## config.mk

```make
export PLATFORM = sky130hd
export DESIGN_NAME = reg_writeback
export DESIGN_NICKNAME = d
export VERILOG_FILES = /design/src/rtl/reg_wb_pkg.sv /design/src/rtl/wb_fifo.sv /design/src/rtl/reg_writeback.sv
export SDC_FILE = /design/constraint.sdc
export NUM_CORES = 1
export LEC_CHECK = 0
export CORE_MARGIN = 1
export CORE_UTILIZATION = 49
export DETAILED_ROUTE_END_ITERATION = 8
export PLACE_DENSITY = 0.76
export SLEW_MARGIN = 10
export SYNTH_ARGS = -nofsm -noshare
export SYNTH_HDL_FRONTEND = slang
export SYNTH_SLANG_ARGS = --single-unit
```

## constraint.sdc

```tcl
create_clock -name clk -period 6.74 [get_ports clk]
set_clock_uncertainty 0.2 [all_clocks]
set_input_delay 1.348 -clock clk [delete_from_list [all_inputs] [get_ports clk]]
set_output_delay 1.348 -clock clk [all_outputs]
set_load 0.1 [all_outputs]
```

## src/rtl/reg_wb_pkg.sv

```systemverilog
// reg_wb_pkg: shared widths and the writeback entry type for reg_writeback and wb_fifo.
package reg_wb_pkg;
    localparam int XLEN       = 32;
    localparam int REG_ADDR_W = 5;

    typedef struct packed {
        logic                  valid;
        logic [REG_ADDR_W-1:0] rd;
        logic [XLEN-1:0]       data;
    } wb_entry_t;
endpackage

```

## src/rtl/wb_fifo.sv

```systemverilog
// wb_fifo: load-result FIFO whose entries can be squashed by destination register.
module wb_fifo import reg_wb_pkg::*; #(
    parameter int DEPTH = 2
) (
    input  logic                  clk,
    input  logic                  rst,
    input  logic                  push,
    input  wb_entry_t             push_entry,
    input  logic                  pop,
    input  logic                  squash_en,
    input  logic [REG_ADDR_W-1:0] squash_rd,
    output wb_entry_t             head,
    output logic                  full,
    output logic                  empty,
    output logic [31:0]           busy
);
    localparam int AW = $clog2(DEPTH);

    wb_entry_t         mem [DEPTH];
    logic [AW-1:0]     wptr;
    logic [AW-1:0]     rptr;
    logic [AW:0]       count;

    assign head  = mem[rptr];
    assign empty = count == '0;
    assign full  = count == (AW+1)'(DEPTH);

    // Valid bits are cleared on pop so busy can be taken over the whole array.
    always_ff @(posedge clk or posedge rst) begin
        if (rst) begin
            wptr  <= '0;
            rptr  <= '0;
            count <= '0;
            for (int i = 0; i < DEPTH; i++) mem[i] <= '0;
        end else begin
            for (int i = 0; i < DEPTH; i++)
                if (squash_en && mem[i].rd == squash_rd) mem[i].valid <= 1'b0;
            if (pop) begin
                mem[rptr].valid <= 1'b0;
                rptr            <= rptr + 1'b1;
            end
            if (push) begin
                mem[wptr] <= push_entry;
                wptr      <= wptr + 1'b1;
            end
            count <= count + (AW+1)'(push) - (AW+1)'(pop);
        end
    end

    always_comb begin
        busy = '0;
        for (int i = 0; i < DEPTH; i++)
            if (mem[i].valid) busy[mem[i].rd] = 1'b1;
        busy[0] = 1'b0;
    end
endmodule

```

## src/rtl/reg_writeback.sv

```systemverilog
// reg_writeback: merges ALU and buffered LSU results into one register-file write port.
// Define WB_FORWARD_EN to add rs1/rs2 forwarding from the output register.
module reg_writeback import reg_wb_pkg::*; #(
    parameter int LSU_DEPTH = 2
) (
    input  logic                  clk,
    input  logic                  rst,
    input  logic                  alu_valid,
    input  logic [REG_ADDR_W-1:0] alu_rd,
    input  logic [XLEN-1:0]       alu_data,
    input  logic                  lsu_valid,
    output logic                  lsu_ready,
    input  logic [REG_ADDR_W-1:0] lsu_rd,
    input  logic [XLEN-1:0]       lsu_data,
    output logic                  rd_en,
    output logic [REG_ADDR_W-1:0] rd_addr,
    output logic [XLEN-1:0]       rd_data,
`ifdef WB_FORWARD_EN
    input  logic [REG_ADDR_W-1:0] rs1_addr,
    input  logic [REG_ADDR_W-1:0] rs2_addr,
    input  logic [XLEN-1:0]       rs1_file,
    input  logic [XLEN-1:0]       rs2_file,
    output logic [XLEN-1:0]       rs1_fwd,
    output logic [XLEN-1:0]       rs2_fwd,
`endif
    output logic [31:0]           busy_mask
);
    wb_entry_t   head;
    wb_entry_t   alu_entry;
    wb_entry_t   lsu_entry;
    wb_entry_t   nxt;
    wb_entry_t   out_q;
    logic        full;
    logic        empty;
    logic        lsu_fire;
    logic        alu_kill;
    logic        pop;
    logic        bypass;
    logic        push;
    logic [31:0] fifo_busy;

    assign lsu_ready = !full;
    assign lsu_fire  = lsu_valid && lsu_ready;
    assign alu_kill  = alu_valid && alu_rd != '0;
    assign pop       = !alu_valid && !empty;
    assign bypass    = !alu_valid && empty && lsu_fire;
    // A load overwritten by the younger ALU result in the same cycle is accepted but dropped.
    assign push      = lsu_fire && !bypass && !(alu_kill && lsu_rd == alu_rd);

    assign alu_entry = '{valid: alu_rd != '0, rd: alu_rd, data: alu_data};
    assign lsu_entry = '{valid: lsu_rd != '0, rd: lsu_rd, data: lsu_data};
    assign nxt       = alu_valid ? alu_entry : pop ? head : bypass ? lsu_entry : '0;

    wb_fifo #(.DEPTH(LSU_DEPTH)) u_fifo (
        .clk        (clk),
        .rst        (rst),
        .push       (push),
        .push_entry (lsu_entry),
        .pop        (pop),
        .squash_en  (alu_kill),
        .squash_rd  (alu_rd),
        .head       (head),
        .full       (full),
        .empty      (empty),
        .busy       (fifo_busy)
    );

    always_ff @(posedge clk or posedge rst) begin
        if (rst) out_q <= '0;
        else     out_q <= nxt;
    end

    assign rd_en   = out_q.valid;
    assign rd_addr = out_q.rd;
    assign rd_data = out_q.data;

`ifdef WB_FORWARD_EN
    assign rs1_fwd   = (rd_en && rd_addr == rs1_addr && rs1_addr != '0) ? rd_data : rs1_file;
    assign rs2_fwd   = (rd_en && rd_addr == rs2_addr && rs2_addr != '0) ? rd_data : rs2_file;
    assign busy_mask = fifo_busy;
`else
    assign busy_mask = fifo_busy | (rd_en ? 32'(1) << rd_addr : 32'd0);
`endif
endmodule

```

* Yosys cells after proc, flatten, opt, wreduce, memory -nomap -nowiden
Cells that the tools add are included.
Operators by class: add/sub/neg operators 4, $lt $le $gt $ge 8, equal/unequal tests 4, shift operators 1, muxes and demuxes 23, bitwise operators 4, reduce and logical (&&, ||, !) cells 22
Operators by type and width (number):
- two-way mux 38 bit | 8
- bitwise mux 76 bit | 2
- two-way mux 76 bit | 2
- two-way mux 32 bit | 3
- demux 38 bit (select 1 bit) | 2
- bitwise OR 32 bit | 2
- left shift 1 x 5 -> 32 bit, first input constant | 1
- == test 5 bit | 3
- logical AND 1 bit | 14
- < comparator 5 x 6 -> 1 bit, second input constant | 2
- demux 1 bit (select 5 bit) | 2
- >= comparator 5 x 1 -> 1 bit, second input constant | 2
- nonzero test 5 bit | 2
- zero test 1 bit | 5
- >= comparator 2 bit, second input constant | 2
- < comparator 2 x 1 -> 1 bit, second input constant | 2
- two-way mux 1 bit | 4
- NOT 1 -> 2 bit | 2
- adder 1 bit, second input constant | 2
- adder 2 x 1 -> 2 bit | 1
- == test 2 bit, second input constant | 1
- zero test 2 bit | 1
- subtractor 2 x 1 -> 2 bit | 1
Word-level totals: register bits 118, input port bits 78, output and inout bits 71, word-level logic and storage cells 78

* Depth between registers and ports, before layout
Gate-level depths: netlist of the first run.
word-level depth 9, gate-level depth with buffers 8, mapped depth without buffers 7

* Modules after synthesis
A second synthesis of the first run with hierarchy kept.
Unflattened totals: cell total of the unflattened synthesis 577, area, all modules 6353.6 um^2
By module, submodules not included:
- wb_fifo | instances 1, cells each 308, area each 4120.2 um^2, sequential area each 2001.9 um^2
- reg_writeback | instances 1, cells each 269, area each 2233.4 um^2, sequential area each 950.9 um^2

* Worst setup path after synthesis of the first run
OpenSTA, ideal clock, no wires.
path kind reg-to-output, from register out_q, in the netlist rd_addr[1], to output busy_mask[14], arrival 3.569 ns, required time 5.192 ns, slack 1.623 ns, stages on the path, launching flop included 4, path buffers 0, cells stage by stage dfrtp_1 > nor2b_1 > nand2_1 > o21ai_0
On the way: longest elaborated chain between the ends 3
RTL lines:
- start, declared | RTL line reg_writeback.sv:32 | wb_entry_t out_q;
- start signal, assigned | RTL line reg_writeback.sv:70 | else out_q <= nxt;
- left shift 1 x 5 -> 32 bit | RTL line reg_writeback.sv:82 | assign busy_mask = fifo_busy | (rd_en ? 32'(1) << rd_addr : 32'd0);
- two-way mux 32 bit | RTL line reg_writeback.sv:82
- bitwise OR 32 bit | RTL line reg_writeback.sv:82
- end, declared | RTL line reg_writeback.sv:26 | output logic [31:0] busy_mask
Every way passes these cells.

* Worst setup path after layout of the first run
from register u_fifo.mem[70] (netlist name), to output busy_mask[16]
On the way: longest elaborated chain between the ends 8, elaborated cells on any way between the ends 9, classes of those cells order compare (2); mux (4); bitwise (2); reduce/logical (1)
RTL lines:
- start, declared | RTL line wb_fifo.sv:19 | wb_entry_t mem [DEPTH];
- start signal, assigned by index | RTL line wb_fifo.sv:43 | mem[wptr] <= push_entry;
- < comparator 5 x 6 -> 1 bit (implied by the code) or >= comparator 5 x 1 -> 1 bit (tied branches) | RTL line wb_fifo.sv:53 | if (mem[i].valid) busy[mem[i].rd] = 1'b1;
- logical AND 1 bit (implied by the code) | RTL line wb_fifo.sv:53
- two-way mux 1 bit (implied by the code) | RTL line wb_fifo.sv:53
- demux 1 bit (select 5 bit) (*)
- two-way mux 32 bit (*) | RTL line wb_fifo.sv:53
- bitwise OR 32 bit (no line)
- two-way mux 32 bit (*) | RTL line wb_fifo.sv:53
- bitwise OR 32 bit (*) | RTL line reg_writeback.sv:82
Every way passes the cells marked *; elsewhere a longest branch is shown, timed or not.

==> impl_metrics.toml, run 1 <==
[placed_design]
hpwl_mm = 11.5
dp_cells = 852
port-buffer-count = 148
place_area_sq_um = 7920
place_congestion = 0.934

[critical_path]
end_kind = "output port"
cp.arrival_ns = 3.24
required_ns = 5.19
critPathLaunchType = "flop"
crit_path_max_fanout = 8
critPathKind = "flop to output port"

[synthesis]
yosys.area_share.simple_pct = 8.31
ys_types = 40
synth_top_family_by_area = "multiplexers"
syn_area_per_cell_sq_um = 11.2
synth-main-ff-cell = "dfrtp_1"
yosysWarnings = 0
ys_ff_latch = 118
synthAdderAreaFrac_pct = 0.393
synthXorXnorAreaFrac_pct = 2.48
seq_area_frac_synth_pct = 46.4
yosys.area.top_type = "dfrtp_1"
synth_most_common_cell = "dfrtp_1"
syn-num-nets = 650
synth_edf_count = 0
syn-cell-area_sq_um = 6370
synth_compound_area_share_pct = 14.1
synthCells = 570
synth.area.mux_share_pct = 22.3
netlist_top_cells_count = "dfrtp_1 (118), mux2_2 (73), nand2_1 (51)"
ys_top_cells_by_area = "dfrtp_1 (46%), mux2_2 (13%), mux2_4 (9.0%), a221oi_1 (5.1%), nand2_1 (3.0%)"
synth.top_cell.area_share_pct = 46.4
async_reset_ff_share_pct = 100

[floorplan]
dieArea_sq_um = 13500
fp-row-count = 41
boundaryPins = 149
die_h_um = 116
die_w_um = 116
core-area_sq_um = 12700
initial_core_util_pct = 50.3

[flow_run]
maxCapViolations = 0

[layout]
final_cells = 884
regArea_sq_um = 2950
diodes = 0
synthToLayoutAreaGrowth_pct = 33.5
drive_above_1_share_pct = 22.2
final_nets = 779
fill_cells = 989
multi_input_area_sq_um = 3060
final_core_util_pct = 67.1
design_area_sq_um = 8500

[worst_hold_path]
hold_path_class = "flop to flop"

[global_route]
grt-ovfl-total = 0
track_usage_pct = 26.6
grt_pass1_wl_mm = 27.1
first_global_vias = 5329
antenna_found_initial = 0
grt_max_degree = 73

[clock_tree]
ctsLongestPathBuffers = 2
cts_max_level = 4
numClockSinks = 118
cts_tree = "yes"
cts_made_buffers = 17
cts.clk_slew.worst_paths_ns = 0.05
clockRootBuffer = "clkbuf_16"
cts_setup_buffers = 0
cts_resized = 0
cts_hold_buf = 0
clock_latency_ns = 0.41

[sta]
hold_viol_final = 0
setup_tns_ns = 0
grt_setup_unrepaired = "no"
finalSetupViolations = 0
worstMarginPinSlew_ns = 1.06
max_freq_mhz = 209
fin_crit_sh_pct = 71.1
hold_slack_ns = 0.304
drv_slew = 0
min_period_ns = 4.79
slew_headroom_pct = 29.4

[drt]
ant_nets = 0
dr.pass1.iters = 7
drtIter0Drc = 442
avgViaCountPerCell = 5.74
wl_per_cell_um = 19.0
drc = 0
postRouteWirelength_mm = 16.8
via_count = 5070

[pwr]
peakVddDrop_uv = 327
p_per_area_nw_per_um2 = 506
p_leak_nw = 3.74

[outcome]
outcome = "finished, final reports clean"
## cells in the final DEF, fill, tap and decap left out, types with 8 or more instances in the layout
| cell type | count |
|---|---|
| clkdlybuf4s50_1 | 147 |
| dfrtp_1 | 117 |
| mux2_2 | 73 |
| nand2_1 | 51 |
| inv_1 | 43 |
| a21oi_1 | 38 |
| mux2_4 | 38 |
| a221oi_1 | 37 |
| clkbuf_16 | 17 |
| xnor2_1 | 15 |
| a22oi_1 | 14 |
| nor2_1 | 10 |
| a32oi_1 | 10 |
| nor3_1 | 8 |
| nor3b_1 | 8 |
## routing by layer
metal | track usage, % | wire, um | up-vias
li1 | - | - | 2319
met1 | 32.2 | 7010 | 2512
met2 | 45.4 | 8430 | 201
met3 | 7.11 | 1010 | 38
met4 | 10.0 | 361 | 0
met5 | 0 | 0 | -
## final timing paths
path	startpoint	end	slack, ns	depth (start not counted)
setup / recovery	u_fifo.mem[70]	busy_mask[16]	1.95	4
hold / removal	u_fifo.mem[66]	u_fifo.mem[66]	0.30	1
setup reg to reg	u_fifo.count[1]	u_fifo.count[1]	4.23	8
hold reg to reg	u_fifo.mem[66]	u_fifo.mem[66]	0.30	1
max in group asynchronous	rst	u_fifo.rptr	3.88	3
min in group asynchronous	rst	rd_data[7]	1.26	2
## through the flow
step	setup WS (ns)	total power (W)
CTS	1.99	0.00431
floorplan	1.62	0.00293
detailed placement	2.45	0.00342
finish	1.95	0.00430
global route	1.86	0.00451
global placement	2.51	0.00336
## cells by family after synthesis
family | count (synthesis)
muxes | 114
DFF | 118
AOI/OAI and AO/OA | 122
and+or+nand+nor | 107
adders and majority gates | 2
xor gates and xnor gates | 18
buffers and inverters | 89
## critical path, cell delays in order, from the launching register on
cell,delay (ns)
dfrtp_1,0.45
nor3b_1,0.89
a22oi_1,0.23
nand2_1,0.13
clkdlybuf4s50_1,1.13
## cell type report
cell class / instances / share of cell area [%]
Multi-Input combinational cell: 363 / 36.0
Sequential cell: 118 / 34.7
Timing Repair Buffer: 155 / 18.0
Clock buffer: 17 / 5.00
Tap cell: 172 / 2.53
Inverter: 44 / 1.97
Clock inverter: 15 / 1.81
## flip-flops by register name, summed over array words and instances, names as in the netlist
| register | cells |
|---|---|
| rd_addr | 5 |
| rd_data | 32 |
| rd_en | 1 |
| u_fifo.count | 2 |
| u_fifo.mem | 76 |
| u_fifo.rptr | 1 |
| u_fifo.wptr | 1 |
## power breakdown
group | switching [W] | total (W) | internal, W
combinational | 0.00127 | 0.00211 | 0.000844
clock | 0.000335 | 0.000878 | 0.000544
sequential | 0.000297 | 0.00131 | 0.00101
Power figures use the tool's default switching activity.
==> run 2: changes to the inputs <==
Settings changed: CORE_UTILIZATION 49 to 46, PLACE_DENSITY 0.76 to 0.74.
Clock period 6.74 ns to 3.9 ns, I/O delays scaled along.
==> impl_metrics.toml, run 2 (synthesized netlist as in run 1, its figures left out) <==
[global_route]
grt-ovfl-total = 0
antenna_found_initial = 0
track_usage_pct = 24.5
grt_pass1_wl_mm = 27.6
grt_max_degree = 107
first_global_vias = 5448

[sta]
finalSetupViolations = 0
drv_slew = 0
worstMarginPinSlew_ns = 1.07
grt_setup_unrepaired = "no"
setup_ws_ns = 0.488
setup_tns_ns = 0
hold_viol_final = 0
slew_headroom_pct = 28.6
fin_crit_sh_pct = 87.5
hold_slack_ns = 0.298
max_freq_mhz = 293
min_period_ns = 3.41

[pwr]
design_power_total_w = 0.00761
combinationalPowerShare_pct = 47.9
peakVddDrop_uv = 406
intPower_w = 0.00436
switchingPower_w = 0.00325
p_leak_nw = 3.86
p_seq_share_pct = 29.8
p_sw_share_pct = 42.7
p_per_area_nw_per_um2 = 892
clkPwrFrac_pct = 22.3

[critical_path]
required_ns = 2.92
r2r_end = "u_fifo.mem[41]"
end_kind = "output port"
ff2ff_path_depth = 5
cp.arrival_ns = 2.43
critPathKind = "flop to output port"
critPathLaunchType = "flop"
r2r-start = "u_fifo.count[1]"
crit_path_max_fanout = 7
r2r_setup_slack_ns = 1.61

[floorplan]
fp-row-count = 42
die_h_um = 120
initial_core_util_pct = 47.7
die_w_um = 120
core-area_sq_um = 13300
boundaryPins = 149
dieArea_sq_um = 14300

[outcome]
outcome = "finished, final reports clean"

[clock_tree]
cts_max_level = 4
cts_made_buffers = 17
numClockSinks = 118
cts_tree = "yes"
cts_resized = 0
clockRootBuffer = "clkbuf_16"
clock_latency_ns = 0.41
ctsLongestPathBuffers = 2
cts_setup_buffers = 0
cts_hold_buf = 0
cts.clk_slew.worst_paths_ns = 0.05

[placed_design]
hpwl_mm = 11.3
dp_slack_ns = 0.547
place_congestion = 1.03
place_area_sq_um = 7890
port-buffer-count = 148

[layout]
largest_register_ffs = 76
design_area_sq_um = 8530
final_cell_mix = "dfrtp_1 (117), clkdlybuf4s50_1 (113), mux2_2 (73)"
fill_cells = 1048
final_nets = 780
drive_above_1_share_pct = 26.5
final_common_cell = "dfrtp_1"
diodes = 0
top_register = "u_fifo.mem"
synthToLayoutAreaGrowth_pct = 33.9

[drt]
via_count = 5124
postRouteWirelength_mm = 16.7
drc = 0
dr.pass1.iters = 5
ant_nets = 0
drtIter0Drc = 460
avgViaCountPerCell = 5.76
wl_per_cell_um = 18.8

[worst_hold_path]
hold_path_class = "flop to flop"
min_path_cells = 1
hp-start = "u_fifo.mem[49]"
min_to = "u_fifo.mem[49]"

[flow_run]
maxCapViolations = 0
==> run 2: final cells by class <==
class                      instances  area [sq um]  area share, %
clock inverter                     9           173           2.02
tap                              176           220           2.58
timing repair buffer             156          1490           17.5
multi-input combinational        363          3060           35.8
clock buffer                      23           468           5.49
sequential                       118          2950           34.6
inverter                          44           169           1.98
==> run 2: critical path: stages (launching register included) <==
cell and delay (ns):
dfrtp_1 0.45, nor3b_1 0.89, a22oi_1 0.24, nand2_1 0.14
buf_4 0.29
==> run 2: how the worst max path moves through the flow <==
stage,from,to,slack (ns),depth (start not counted)
after floorplan,u_fifo.mem[73],busy_mask[3],0.05,2
after global placement,alu_rd[0],u_fifo.mem[1],0.59,6
after detailed placement,alu_rd[0],u_fifo.mem[41],0.55,6
after CTS,u_fifo.mem[32],busy_mask[20],0.62,4
after global routing,u_fifo.mem[37],busy_mask[20],0.35,4
final,u_fifo.mem[37],busy_mask[20],0.49,4
==> run 2: per-layer routing <==
| layer | up-vias | global-route usage [%] | share of wire, % |
|---|---|---|---|
| met5 | - | 0 | 0 |
| li1 | 2320 | - | - |
| met4 | 0 | 10.3 | 2.3 |
| met1 | 2471 | 29.5 | 41 |
| met2 | 286 | 40.9 | 49 |
| met3 | 47 | 7.13 | 7.7 |
==> run 2: metrics by stage <==
stage,instances,util [%]
final,889,63.9
after global routing,889,63.9
after CTS,889,63.9
after detailed placement,857,59.1
after global placement,857,59.1
after floorplan,570,-
==> run 2: power groups by stage <==
stage | logic [W] | clock network, W | registers (W)
3_5_place_dp | 0.00364 | 0 | 0.00225
3_3_place_gp | 0.00355 | 0 | 0.00222
4_1_cts | 0.00365 | 0.00172 | 0.00225
5_1_grt | 0.00384 | 0.00178 | 0.00234
2_1_floorplan | 0.00243 | 0 | 0.00264
6_report | 0.00365 | 0.00170 | 0.00227
==> run 3: changes to the inputs <==
Settings changed: CORE_ASPECT_RATIO set to 0.5.
==> impl_metrics.toml, run 3 (synthesized netlist as in run 1, its figures left out) <==
[sta]
hold_viol_final = 0
finalSetupViolations = 0
setup_ws_ns = 0.643
setup_tns_ns = 0
fin_crit_sh_pct = 83.5
min_period_ns = 3.26
grt_setup_unrepaired = "no"
worstMarginPinSlew_ns = 1.03
hold_slack_ns = 0.299
max_freq_mhz = 307
drv_slew = 0
slew_headroom_pct = 31.5

[clock_tree]
clock_latency_ns = 0.40
clockRootBuffer = "clkbuf_16"
cts_made_buffers = 17
cts_setup_buffers = 0
cts_max_level = 4
cts_tree = "yes"
cts_hold_buf = 0
ctsLongestPathBuffers = 2
cts.clk_slew.worst_paths_ns = 0.05
numClockSinks = 118
cts_resized = 0

[outcome]
outcome = "finished, final reports clean"

[critical_path]
required_ns = 2.92
cp.arrival_ns = 2.28
critPathLaunchType = "flop"
path_cells = "nand2b_1 -> nor3_1 -> a22oi_1 -> nand2_1 -> buf_4"
critPathKind = "flop to output port"
crit_path_max_fanout = 5
slowest_delay_ns = 0.60
slowest_stage = "nor3_1"
end_kind = "output port"

[layout]
top_register = "u_fifo.mem"
final_cell_mix = "dfrtp_1 (117), clkdlybuf4s50_1 (113), mux2_2 (73)"
diodes = 0
synthToLayoutAreaGrowth_pct = 34.2
final_nets = 786
final_core_util_pct = 65.4
largest_register_ffs = 76
drive_above_1_share_pct = 27.5
final_common_cell = "dfrtp_1"

[pwr]
design_power_total_w = 0.00758
switchingPower_w = 0.00327
combinationalPowerShare_pct = 48.4
p_per_area_nw_per_um2 = 886
peakVddDrop_uv = 349
p_seq_share_pct = 29.9
p_sw_share_pct = 43.1
intPower_w = 0.00431
clkPwrFrac_pct = 21.8
p_leak_nw = 3.87

[floorplan]
die_w_um = 168
initial_core_util_pct = 48.8
core-area_sq_um = 13100
die_h_um = 85.2
boundaryPins = 149
dieArea_sq_um = 14300
fp-row-count = 29

[drt]
dr.pass1.iters = 5
drc = 0
avgViaCountPerCell = 5.74
via_count = 5103
drtIter0Drc = 370
ant_nets = 0
postRouteWirelength_mm = 16.3
wl_per_cell_um = 18.4

[placed_design]
port-buffer-count = 148
hpwl_mm = 10.9
dp_slack_ns = 0.360
place_congestion = 1.01

[global_route]
grt-ovfl-total = 0
grt_pass1_wl_mm = 26.8
track_usage_pct = 23.6
grt_max_degree = 60
antenna_found_initial = 0
first_global_vias = 5221

[flow_run]
maxCapViolations = 0

[worst_hold_path]
hold_path_class = "flop to flop"
[run 3: cell type report]
type,count,area [sq um]
Clock inverter,12,176
Clock buffer,20,457
Sequential cell,118,2950
Timing Repair Buffer,162,1520
Inverter,44,169
Fill cell,1009,4510
Tap cell,170,213
Multi-Input combinational cell,363,3060
[run 3: power by group through the flow]
stage          Clock (W)  Sequential (W)  Combinational (W)
6_report         0.00165         0.00226            0.00367
5_1_grt          0.00174         0.00233            0.00385
4_1_cts          0.00168         0.00225            0.00366
3_5_place_dp           0         0.00225            0.00365
3_3_place_gp           0         0.00223            0.00359
2_1_floorplan          0         0.00264            0.00243
[run 3: worst paths after layout]
path / from / to / slack [ns] / depth (start not counted)
min in group asynchronous: rst / rd_data[10] / 0.51 / 2
worst max-delay path: rd_addr[4] / busy_mask[4] / 0.64 / 5
max in group asynchronous: rst / rd_data[27] / 2.30 / 3
worst max register to register: u_fifo.count[1] / u_fifo.mem[55] / 1.54 / 5
worst min-delay path: u_fifo.mem[45] / u_fifo.mem[45] / 0.30 / 1
worst min register to register: u_fifo.mem[45] / u_fifo.mem[45] / 0.30 / 1
[run 3: stage by stage]
stage / area (sq um) / instances
floorplan: 6370 / 570
global placement: 7920 / 857
detailed placement: 7920 / 857
CTS: 8550 / 889
global route: 8550 / 889
finish: 8550 / 889
[run 3: critical path, delay by kind of cell, from the launching register on]
family / cells / cell delay [ns]
buffers and inverters: 1 / 0.29
AO/OA/AOI/OAI: 1 / 0.20
flip-flops: 1 / 0.42
AND/OR/NAND/NOR: 3 / 0.96
[run 3: layer usage]
metal	global-route usage [%]	part of all wire (%)
met1	29.6	43
met2	41.2	50
met3	4.80	5.9
met4	8.10	1.3
met5	0	0
